$ cat config.mk
export PLATFORM = sky130hd
export DESIGN_NAME = f5_check_seq
export DESIGN_NICKNAME = d
export VERILOG_FILES = /design/src/rtl/f5_check_seq.sv
export SDC_FILE = /design/constraint.sdc
export NUM_CORES = 1
export LEC_CHECK = 0
export BUFFER_PORTS_ARGS = -buffer_cell sky130_fd_sc_hd__buf_2
export CAP_MARGIN = 20
export CORE_MARGIN = 2
export CORE_UTILIZATION = 55
export DETAILED_ROUTE_END_ITERATION = 7
export GPL_TIMING_DRIVEN = 0
export PLACE_DENSITY_LB_ADDON = 0.25
export SYNTH_ARGS = -nofsm -noshare
export SYNTH_HDL_FRONTEND = slang
export SYNTH_SLANG_ARGS = --single-unit
$ cat constraint.sdc
create_clock -name clk -period 3.55 [get_ports clk]
set_clock_uncertainty 0.05 [all_clocks]
set_input_delay 0.355 -clock clk [delete_from_list [all_inputs] [get_ports clk]]
set_output_delay 0.355 -clock clk [all_outputs]
set_load 0.01 [all_outputs]
$ cat src/rtl/f5_check_seq.sv
// Clocked start/done sequencer that sweeps the f5 minterms, captures both truth tables and counts mismatches.
// Define F5_SEQ_GOLDEN_EN to also compare the gate-level output against an internal golden ~a & b.
module f5_check_seq #(
    parameter int SETTLE = 1,
    parameter int PASSES = 1,
    parameter int CW     = 4
) (
    input  logic          clk,
    input  logic          reset,
    input  logic          start,
    output logic          a_out,
    output logic          b_out,
    input  logic          sa_in,
    input  logic          sb_in,
    output logic          busy,
    output logic          done,
    output logic [3:0]    tt_a,
    output logic [3:0]    tt_b,
    output logic [CW-1:0] mism_cnt,
    output logic          pass_ok
);
    // state  | meaning
    // IDLE   | waiting for start, results held
    // DRIVE  | holding minterm m on a_out/b_out for SETTLE cycles
    // SAMPLE | capturing sa_in/sb_in for minterm m, stepping m/pass
    // DONE   | one-cycle done pulse, pass_ok updated
    typedef enum logic [1:0] {IDLE, DRIVE, SAMPLE, DONE} state_t;

    localparam int SW = (SETTLE > 1) ? $clog2(SETTLE) : 1;
    localparam int PW = (PASSES > 1) ? $clog2(PASSES) : 1;

    state_t        r_state, w_next;
    logic [1:0]    r_m;
    logic [SW-1:0] r_settle;
    logic [PW-1:0] r_pass;
    logic          r_busy, r_done, r_pass_ok;
    logic [3:0]    r_tt_a, r_tt_b;
    logic [CW-1:0] r_mism;
    logic          w_settle_tc, w_last_m, w_last_pass, w_mism;

    assign w_settle_tc = (r_settle == SW'(SETTLE - 1));
    assign w_last_m    = (r_m == 2'd3);
    assign w_last_pass = (r_pass == PW'(PASSES - 1));

`ifdef F5_SEQ_GOLDEN_EN
    logic w_golden;
    assign w_golden = ~r_m[1] & r_m[0];
    assign w_mism   = (sa_in != sb_in) || (sa_in != w_golden);
`else
    assign w_mism   = (sa_in != sb_in);
`endif

    always_comb begin
        w_next = r_state;
        case (r_state)
            IDLE:    if (start) w_next = DRIVE;
            DRIVE:   if (w_settle_tc) w_next = SAMPLE;
            SAMPLE:  w_next = (w_last_m && w_last_pass) ? DONE : DRIVE;
            DONE:    w_next = IDLE;
            default: w_next = IDLE;
        endcase
    end

    always_ff @(posedge clk) begin
        if (reset) begin
            r_state   <= IDLE;
            r_m       <= 2'd0;
            r_settle  <= '0;
            r_pass    <= '0;
            r_busy    <= 1'b0;
            r_done    <= 1'b0;
            r_pass_ok <= 1'b0;
            r_tt_a    <= 4'd0;
            r_tt_b    <= 4'd0;
            r_mism    <= '0;
        end else begin
            r_state <= w_next;
            r_done  <= (w_next == DONE);
            case (r_state)
                IDLE: begin
                    if (start) begin
                        r_m       <= 2'd0;
                        r_settle  <= '0;
                        r_pass    <= '0;
                        r_tt_a    <= 4'd0;
                        r_tt_b    <= 4'd0;
                        r_mism    <= '0;
                        r_pass_ok <= 1'b0;
                        r_busy    <= 1'b1;
                    end
                end
                DRIVE: begin
                    if (!w_settle_tc) r_settle <= r_settle + 1'b1;
                end
                SAMPLE: begin
                    r_tt_a[r_m] <= sa_in;
                    r_tt_b[r_m] <= sb_in;
                    // saturate rather than wrap so a long faulty run never reads as clean
                    if (w_mism && (r_mism != '1)) r_mism <= r_mism + 1'b1;
                    r_settle <= '0;
                    if (!w_last_m) begin
                        r_m <= r_m + 2'd1;
                    end else if (!w_last_pass) begin
                        r_m    <= 2'd0;
                        r_pass <= r_pass + 1'b1;
                    end
                end
                DONE: begin
                    r_pass_ok <= (r_mism == '0);
                    r_busy    <= 1'b0;
                end
                default: ;
            endcase
        end
    end

    assign a_out    = r_m[1];
    assign b_out    = r_m[0];
    assign busy     = r_busy;
    assign done     = r_done;
    assign tt_a     = r_tt_a;
    assign tt_b     = r_tt_b;
    assign mism_cnt = r_mism;
    assign pass_ok  = r_pass_ok;
endmodule
==> reports/metrics.cfg, run 1 <==
[outcome]
outcome = complete, no violations

[critical_path]
reg2reg_depth = 4
crit_path_start = r_state[0]$_SDFF_PP0_
path_max_fanout = 10
cpMaxStageDelayCell = nor3b_2
critPathKind = flip-flop to flip-flop
critPathArrivalTime_ns = 1.59
r2r_slack_ns = 2.10
worstPathRequired_ns = 3.69
cp_cell_sequence = buf_2 -> nor3b_2 -> nor3b_1 -> mux2_1
cp-start-kind = flip-flop
max_stage_delay_ns = 0.39
rr_startpoint = r_state[0]$_SDFF_PP0_
end_kind = flip-flop
r2r_end = mism_cnt[2]$_SDFFE_PP0P_
worstSetupEndpoint = mism_cnt[2]$_SDFFE_PP0P_

[sta]
fin_ws_ns = 2.10
slew_headroom_pct = 68.1
worst_slew_pin_slew_ns = 0.479
fmax_ghz = 0.692
fin_crit_ns = 1.45
period_share_pct = 40.7
setup-tns-final_ns = 0
setup_viol = 0
hold_viol = 0
rsz0062_at_grt = no
slew_viol_final = 0

[pwr]
powerDensity_mw_per_mm2 = 332
ir_drop_v = 0.000223
power_mw = 0.368
p_leak_nw = 0.474

[grt]
grt_pass1_wl_microns = 3080
grt_usage_pct = 20.4
antenna_found_initial = 0
grt_start_max_net_pins = 12
grt_overflow = 0
grt_pass1_vias = 745

[clock_network]
postCtsSetupBuffers = 0
cts_tree = yes
clkTransAtPathRegs_ns = 0.10
hold_buffers = 0
cts_resized = 0
cts-root-buf = clkbuf_4
numCtsBuffers = 3
cts.sinks = 19
h-tree-depth = 1
clk_latency_ns = 0.29
cts_buffer_depth = 2

[die]
die_h_microns = 45.6
rows = 15
die_w_microns = 45.6
num_io_pins = 22
coreArea_sq_mm = 0.00167
start_util_pct = 57.1
dieArea_sq_mm = 0.00208

[routing]
num_vias = 860
via_per_inst = 5.66
drt_pre_antenna_iters = 4
routed_wirelength_microns = 1890
drcViolationCount = 0
drtIter0Drc = 5
routedWlPerCell_microns = 12.5
antenna_left = 0

[yosys]
yosysSeqAreaShare_pct = 39.9
synth_area_sq_um = 953
synth-seq-cells = 19
syn_inst = 110
synth_cell_type_count = 29
dominantRegCellSynth = dfxtp_1
async_reset_ff_share_pct = 0
synth_edf_count = 0
avgSynthCellArea_sq_um = 8.67
ys.warnings.count = 0
syn_nets = 121

[place]
post-place-ws_ns = 2.01
dpl-instance-area_sq_mm = 0.00108
dpl.hpwl_microns = 1450
place.port_buffers = 21
routabilityCongestion = 0.801

[finish]
nNetsFinal = 147
final_core_util_pct = 66.3
area_delta_synth_final_pct = 16.1
drive_gt1_share_pct = 25.9
diodes = 0
fin_area_sq_mm = 0.00111

[hold_path]
holdCritPathClass = input pin to flip-flop

[run]
cap_violations = 0

## worst min-delay path by stage
stage | from | endpoint | depth (start not counted) | slack (ns)
after floorplan | tt_b[0]$_SDFFE_PP0P_ | tt_b[0]$_SDFFE_PP0P_ | 2 | 0.44
after global placement | pass_ok$_SDFFE_PP0P_ | pass_ok$_SDFFE_PP0P_ | 2 | 0.41
after global routing | sb_in | tt_b[3]$_SDFFE_PP0P_ | 3 | 0.32
after CTS | sa_in | tt_a[3]$_SDFFE_PP0P_ | 3 | 0.32
final | sa_in | tt_a[3]$_SDFFE_PP0P_ | 3 | 0.32
after detailed placement | pass_ok$_SDFFE_PP0P_ | pass_ok$_SDFFE_PP0P_ | 2 | 0.41
## cell type report
type	count	area, sq um
Tap cell	17	21.3
Multi-Input combinational cell	78	519
Clock buffer	3	22.5
Buffer	7	31.3
Fill cell	148	563
Sequential cell	19	380
Inverter	6	22.5
Clock inverter	1	5.00
Timing Repair Buffer	21	105
## synth_stat cells (3+ instances only)
master   number  share of area, %
dfxtp_1      19                40
a21oi_1      12               6.3
nand3_1      10               5.2
o21ai_0      10               5.2
ha_1          6               7.9
inv_1         6               2.4
nand2_1       6               2.4
nor3b_1       6               4.7
nor2_1        5               2.0
buf_2         4               2.1
nor2b_1       3               2.0
nor3_1        3               1.6
## per-stage QoR
stage,hold WS (ns),cells
2_1_floorplan,0.444,110
3_3_place_gp,0.406,148
3_5_place_dp,0.411,148
4_1_cts,0.323,152
5_1_grt,0.315,152
6_report,0.318,152
## worst max-delay path: cells and delay by family, from the launching register on
family                 cells  cell delay, ns
buffers and inverters      1            0.19
DFF                        1            0.34
muxes                      1            0.30
and+or+nand+nor            2            0.48
## power by group
part / switching [mW] / internal [mW] / total, mW
clock network: 0.0657 / 0.0420 / 0.108
logic: 0.0259 / 0.0142 / 0.0401
registers: 0.00298 / 0.217 / 0.220
## registers in the layout, summed over array words and instances, names as in the netlist
signal,flops
pass_ok,1
mism_cnt,4
busy,1
tt_a,4
r_state,2
r_m,2
done,1
tt_b,4
## cell families (layout without fill, tap and decap cells)
group,count (synthesis),in the layout,share of synthesized area [%]
and+or+nand+nor,41,41,24.8
AOI/OAI and AO/OA,27,27,16.1
muxes,3,3,3.94
xor gates and xnor gates,1,1,1.71
DFF,19,19,39.9
adders and majority gates,6,6,7.87
buffers and inverters,13,38,5.64
## routing by layer
layer,part of all wire [%],global-route usage (%)
met3,4.0,4.76
met2,52,34.9
met1,43,24.0
met4,1.8,8.82
met5,0,0
## cell usage in the layout, fill, tap and decap left out, types with 2 or more instances in the layout
cell type	synthesis	layout
nand3_1	10	10
nor2b_1	3	3
dfxtp_1	19	19
nor3b_1	6	6
nand4_1	2	2
buf_1	2	2
and2_1	2	2
inv_1	6	6
a21oi_1	12	12
buf_2	4	25
nor3_1	3	3
ha_1	6	6
o21ai_0	10	10
clkbuf_4	0	3
nor2_1	5	5
nand2_1	6	6
No activity file was read; power rests on OpenSTA's default activity.
==> run 2: changes to the inputs <==
--- a/config.mk
+++ b/config.mk
@@ -8,7 +8,7 @@
 export BUFFER_PORTS_ARGS = -buffer_cell sky130_fd_sc_hd__buf_2
 export CAP_MARGIN = 20
 export CORE_MARGIN = 2
-export CORE_UTILIZATION = 55
+export CORE_UTILIZATION = 46
 export DETAILED_ROUTE_END_ITERATION = 7
 export GPL_TIMING_DRIVEN = 0
 export PLACE_DENSITY_LB_ADDON = 0.25
==> constraint.sdc (replaced) <==
create_clock -name clk -period 1.25 [get_ports clk]
set_clock_uncertainty 0.05 [all_clocks]
set_input_delay 0.125 -clock clk [delete_from_list [all_inputs] [get_ports clk]]
set_output_delay 0.125 -clock clk [all_outputs]
set_load 0.01 [all_outputs]
==> reports/metrics.cfg, run 2 (same netlist as run 1, synthesis figures left out) <==
[routing]
num_vias = 928  ; was 860
drt_pre_antenna_iters = 5  ; was 4
drtIter0Drc = 6  ; was 5
routedWlPerCell_microns = 15.0  ; was 12.5 microns
drcViolationCount = 0  ; unchanged
via_per_inst = 5.46  ; was 5.66
routed_wirelength_microns = 2550  ; was 1890 microns
antenna_left = 0  ; unchanged

[sta]
setup_viol = 4  ; was 0
worst_slew_pin_slew_ns = 0.484  ; was 0.479 ns
setup-tns-final_ns = -0.246  ; was 0 ns
fin_ws_ns = -0.0785  ; was 2.10 ns
fmax_ghz = 0.753  ; was 0.692 GHz
fin_crit_ns = 1.33  ; was 1.45 ns
slew_headroom_pct = 67.8  ; was 68.1%
rsz0062_at_grt = yes  ; was no
hold_viol = 0  ; unchanged
period_share_pct = 106  ; was 40.7%
slew_viol_final = 0  ; unchanged

[place]
routabilityCongestion = 0.784  ; was 0.801
dpl.hpwl_microns = 1540  ; was 1450 microns
dpl-instance-area_sq_mm = 0.00111  ; was 0.00108 sq mm
place.port_buffers = 21  ; unchanged
post-place-ws_ns = -0.209  ; was 2.01 ns

[clock_network]
hold_buffers = 0  ; unchanged
cts_buffer_depth = 2  ; unchanged
clkTransAtPathRegs_ns = 0.12  ; was 0.10 ns
cts-root-buf = clkbuf_4  ; unchanged
cts_tree = yes  ; unchanged
numCtsBuffers = 3  ; unchanged
h-tree-depth = 1  ; unchanged
cts.sinks = 19  ; unchanged
clk_latency_ns = 0.31  ; was 0.29 ns

[critical_path]
worstPathRequired_ns = 1.44  ; was 3.69 ns
critPathArrivalTime_ns = 1.52  ; was 1.59 ns
r2r_slack_ns = -0.08  ; was 2.10 ns
path_max_fanout = 6  ; was 10
reg2reg_depth = 4  ; unchanged
end_kind = flip-flop  ; unchanged
rr_startpoint = mism_cnt[0]$_SDFFE_PP0P_  ; was r_state[0]$_SDFF_PP0_
critPathKind = flip-flop to flip-flop  ; unchanged
cp-start-kind = flip-flop  ; unchanged
r2r_end = pass_ok$_SDFFE_PP0P_  ; was mism_cnt[2]$_SDFFE_PP0P_

[run]
cap_violations = 0  ; unchanged

[hold_path]
hold_path_depth = 3  ; unchanged
hold_end = tt_a[0]$_SDFFE_PP0P_  ; was tt_a[3]$_SDFFE_PP0P_
holdCritPathClass = input pin to flip-flop  ; unchanged
min_from = sa_in  ; unchanged

[finish]
fin_area_sq_mm = 0.00138  ; was 0.00111 sq mm
nNetsFinal = 155  ; was 147
most-common-layout-cells = 22 x buf_2, 13 x dfxtp_1, 11 x a21oi_1  ; was 25 x buf_2, 19 x dfxtp_1, 12 x a21oi_1
multi_input_comb_area_sq_um = 663  ; was 519 sq um
diodes = 0  ; unchanged
drive_gt1_share_pct = 51.7  ; was 25.9%
n_fill_cell = 162  ; was 148
final_common_cell = buf_2  ; unchanged
register_area_sq_um = 395  ; was 380 sq um
area_delta_synth_final_pct = 44.8  ; was 16.1%

[pwr]
sw_frac_of_total_pct = 28.1  ; was 25.7%
ir_drop_v = 0.000724  ; was 0.000223 V
pwr-share-comb_pct = 17.1  ; was 10.9%
p_sw_mw = 0.322  ; was 0.0945 mW
clockPowerShare_pct = 28.2  ; was 29.3%
internal_power_mw = 0.822  ; was 0.273 mW
p_leak_nw = 0.550  ; was 0.474 nW
power_mw = 1.14  ; was 0.368 mW
p_seq_share_pct = 54.7  ; was 59.8%
powerDensity_mw_per_mm2 = 829  ; was 332 mW/mm^2

[die]
start_util_pct = 48.6  ; was 57.1%
coreArea_sq_mm = 0.00196  ; was 0.00167 sq mm
dieArea_sq_mm = 0.00245  ; was 0.00208 sq mm
rows = 16  ; was 15
num_io_pins = 22  ; unchanged
die_h_microns = 49.5  ; was 45.6 microns
die_w_microns = 49.5  ; was 45.6 microns

[outcome]
outcome = finished with violations  ; was complete, no violations
violations = negative setup slack

[grt]
grt_start_max_net_pins = 12  ; unchanged
antenna_found_initial = 0  ; unchanged
grt_pass1_vias = 896  ; was 745
grt_pass1_wl_microns = 3680  ; was 3080 microns
grt_overflow = 0  ; unchanged
grt_usage_pct = 18.9  ; was 20.4%

run 2: cell types whose count changed in the layout (fill, tap and decap cells not counted), sizes merged:
cell    change
buf         +9
clkbuf      -1
run 2: critical path: stages, from the launching register on:
cell      delay [ns]
dfxtp_4         0.38
inv_2           0.06
ha_1            0.14
or4b_4          0.46
a211oi_2        0.18
run 2: layout make-up:
cell class,count,area share (%)
plain buffers,6,3.81
clock buffers,3,1.63
clock inverters,1,0.363
inverters,6,1.63
multi-input cells,78,48.1
flip-flops and latches,19,28.6
well taps,27,2.45
repair buffers,30,13.4
run 2: timing repair:
action                                  4_1_cts  5_1_grt
pin swaps                                     3        9
resized for setup                            19       36
setup buffers                                 2        6
cloned                                        0        1
endpoints found under the setup margin       17       15
run 2: power groups by stage:
stage | Clock (mW) | Sequential (mW) | Combinational (mW)
after CTS | 0.326 | 0.622 | 0.135
after global placement | 0 | 0.637 | 0.113
after floorplan | 0 | 0.640 | 0.0714
after detailed placement | 0 | 0.637 | 0.115
after global routing | 0.362 | 0.628 | 0.209
final | 0.323 | 0.626 | 0.195
run 2: how the worst max path moves through the flow:
| stage | start | end | slack (ns) | cells after the start |
|---|---|---|---|---|
| 2_1_floorplan | r_state[0]$_SDFF_PP0_ | mism_cnt[2]$_SDFFE_PP0P_ | -0.03 | 4 |
| 3_3_place_gp | r_state[0]$_SDFF_PP0_ | mism_cnt[2]$_SDFFE_PP0P_ | -0.18 | 4 |
| 3_5_place_dp | r_state[0]$_SDFF_PP0_ | mism_cnt[2]$_SDFFE_PP0P_ | -0.21 | 4 |
| 4_1_cts | mism_cnt[0]$_SDFFE_PP0P_ | pass_ok$_SDFFE_PP0P_ | -0.05 | 4 |
| 5_1_grt | r_state[1]$_SDFF_PP0_ | mism_cnt[2]$_SDFFE_PP0P_ | -0.12 | 4 |
| 6_report | mism_cnt[0]$_SDFFE_PP0P_ | pass_ok$_SDFFE_PP0P_ | -0.08 | 4 |
run 2: routing by layer:
metal / vias to the layer above / track usage [%] / share of wire (%)
met1: 445 / 20.9 / 41
met5: - / 0 / 0
met4: 0 / 10.2 / 2.1
li1: 453 / - / -
met2: 24 / 34.0 / 54
met3: 6 / 3.33 / 3.3
run 2: metrics by stage:
step	utilization [%]	hold WS [ns]	instances
after floorplan	-	0.223	110
after global placement	56.6	0.408	158
after detailed placement	56.6	0.406	158
after CTS	61.0	0.0693	163
after global routing	70.3	0.0791	170
final	70.3	0.0741	170
==> run 3: changes to the inputs <==
--- a/config.mk
+++ b/config.mk
@@ -12,6 +12,7 @@
 export DETAILED_ROUTE_END_ITERATION = 7
 export GPL_TIMING_DRIVEN = 0
 export PLACE_DENSITY_LB_ADDON = 0.25
+export REMOVE_ABC_BUFFERS = 1
 export SYNTH_ARGS = -nofsm -noshare
 export SYNTH_HDL_FRONTEND = slang
 export SYNTH_SLANG_ARGS = --single-unit
==> reports/metrics.cfg, run 3 (same netlist as run 1, synthesis figures left out) <==
[routing]
routedWlPerCell_microns = 14.5  ; was 15.0 microns
antenna_left = 0  ; unchanged
num_vias = 934  ; was 928
drt_pre_antenna_iters = 4  ; was 5
via_per_inst = 5.49  ; was 5.46
drtIter0Drc = 31  ; was 6
drcViolationCount = 0  ; unchanged
routed_wirelength_microns = 2460  ; was 2550 microns

[clock_network]
numCtsBuffers = 3  ; unchanged
cts_buffer_depth = 2  ; unchanged
clkTransAtPathRegs_ns = 0.12  ; about the same
clk_latency_ns = 0.31  ; about the same
h-tree-depth = 1  ; unchanged
cts.sinks = 19  ; unchanged
cts_tree = yes  ; unchanged
hold_buffers = 0  ; unchanged
cts-root-buf = clkbuf_4  ; unchanged

[grt]
grt_overflow = 0  ; unchanged
grt_use_met1_pct = 24.7  ; was 20.9%
grt_use_met2_pct = 33.6  ; was 34.0%
met3_usage_pct = 2.73  ; was 3.33%
grt_pass1_vias = 829  ; was 896
grt_start_max_net_pins = 23  ; was 12
top_usage_layer = met2  ; unchanged
grt_pass1_wl_microns = 3680  ; about the same
antenna_found_initial = 0  ; unchanged
grt_usage_pct = 19.3  ; was 18.9%

[sta]
fin_ws_ns = -0.0709  ; was -0.0785 ns
rsz0062_at_grt = yes  ; unchanged
worst_slew_pin_slew_ns = 0.407  ; was 0.484 ns
whs_ns = 0.0823  ; was 0.0741 ns
slew_viol_final = 0  ; unchanged
hold_viol = 0  ; unchanged
fin_crit_ns = 1.32  ; was 1.33 ns
period_share_pct = 106  ; about the same
slew_headroom_pct = 72.9  ; was 67.8%
fmax_ghz = 0.757  ; was 0.753 GHz
setup_viol = 6  ; was 4

[pwr]
clockPowerShare_pct = 29.6  ; was 28.2%
p_seq_share_pct = 56.1  ; was 54.7%
sw_frac_of_total_pct = 28.2  ; was 28.1%
p_leak_nw = 0.553  ; was 0.550 nW
ir_drop_v = 0.000618  ; was 0.000724 V
p_sw_mw = 0.314  ; was 0.322 mW
internal_power_mw = 0.800  ; was 0.822 mW
pwr-share-comb_pct = 14.4  ; was 17.1%
powerDensity_mw_per_mm2 = 825  ; was 829 mW/mm^2

[place]
dpl-instance-area_sq_mm = 0.00106  ; was 0.00111 sq mm
dpl.hpwl_microns = 1370  ; was 1540 microns
post-place-ws_ns = -0.730  ; was -0.209 ns
place.port_buffers = 21  ; unchanged
routabilityCongestion = 0.774  ; was 0.784

[critical_path]
cp-start-kind = flip-flop  ; unchanged
path_max_fanout = 4  ; was 6
end_kind = flip-flop  ; unchanged
critPathKind = flip-flop to flip-flop  ; unchanged
critPathArrivalTime_ns = 1.51  ; was 1.52 ns
cpMaxStageDelayCell = or4b_4  ; unchanged
crit_buf_inv = 1  ; unchanged
critPathTopFamily = simple AND/OR/NAND/NOR gates  ; unchanged
r2r_slack_ns = -0.07  ; was -0.08 ns
cp_cell_sequence = inv_4 -> ha_4 -> or4b_4 -> a211oi_2  ; was inv_2 -> ha_1 -> or4b_4 -> a211oi_2
max_stage_delay_ns = 0.45  ; was 0.46 ns
worstPathRequired_ns = 1.44  ; about the same

[die]
num_io_pins = 22  ; unchanged
die_h_microns = 49.5  ; unchanged
start_util_pct = 48.6  ; unchanged
rows = 16  ; unchanged
coreArea_sq_mm = 0.00196  ; unchanged
die_w_microns = 49.5  ; unchanged
dieArea_sq_mm = 0.00245  ; unchanged

[finish]
nNetsFinal = 155  ; unchanged
drive_gt1_share_pct = 49.0  ; was 51.7%
diodes = 0  ; unchanged
final_common_cell = buf_2  ; unchanged
most-common-layout-cells = 21 x buf_2, 13 x dfxtp_1, 12 x a21oi_1  ; was 22 x buf_2, 13 x dfxtp_1, 11 x a21oi_1
fin_area_sq_mm = 0.00135  ; was 0.00138 sq mm
area_delta_synth_final_pct = 41.6  ; was 44.8%

[run]
cap_violations = 0  ; unchanged

[hold_path]
holdCritPathClass = input pin to flip-flop  ; unchanged

[outcome]
outcome = finished with violations  ; unchanged
violations = negative setup slack  ; unchanged

-- run 3: timing repair --
item / in CTS / in global routing
resized for setup: 34 / 8
pin swaps: 5 / 3
cloned: 0 / 1
setup buffers: 12 / 2
setup endpoints to repair: 18 / 14
-- run 3: power by group through the flow --
stage	logic (mW)	registers (mW)	clock network (mW)
CTS	0.138	0.624	0.317
detailed placement	0.0945	0.648	0
floorplan	0.0503	0.647	0
finish	0.160	0.624	0.329
global route	0.172	0.627	0.360
global placement	0.0930	0.648	0
-- run 3: final cells by class --
cell class / instances / area, sq um
Timing Repair Buffer: 35 / 221
Fill cell: 169 / 612
Sequential cell: 19 / 403
Inverter: 6 / 27.5
Multi-Input combinational cell: 79 / 637
Tap cell: 27 / 33.8
Clock inverter: 1 / 5.00
Clock buffer: 3 / 22.5
-- run 3: worst register-to-register path, stage by stage, from the launching register on --
cell      delay, ns
dfxtp_4        0.40
inv_4          0.07
ha_4           0.11
or4b_4         0.45
a211oi_2       0.18
-- run 3: metrics by stage --
stage	power (mW)	setup TNS (ns)	util (%)	std cells
5_1_grt	1.16	-0.842	68.8	170
4_1_cts	1.08	-0.163	65.6	167
3_5_place_dp	0.743	-7.23	54.1	151
2_1_floorplan	0.697	-2.15	-	103
6_report	1.11	-0.276	68.8	170
3_3_place_gp	0.741	-6.80	54.1	151
-- run 3: worst paths after layout --
check / from / end / depth (start not counted)
min: sa_in / tt_a[0]$_SDFFE_PP0P_ / 3
min reg2reg: tt_b[0]$_SDFFE_PP0P_ / tt_b[0]$_SDFFE_PP0P_ / 2
max: mism_cnt[0]$_SDFFE_PP0P_ / pass_ok$_SDFFE_PP0P_ / 4
max reg2reg: mism_cnt[0]$_SDFFE_PP0P_ / pass_ok$_SDFFE_PP0P_ / 4
-- run 3: per-layer routing --
| metal | share of wire, % | vias to the layer above |
|---|---|---|
| li1 | - | 451 |
| met1 | 45 | 454 |
| met5 | 0 | - |
| met2 | 51 | 27 |
| met4 | 0.94 | 0 |
| met3 | 3.6 | 2 |
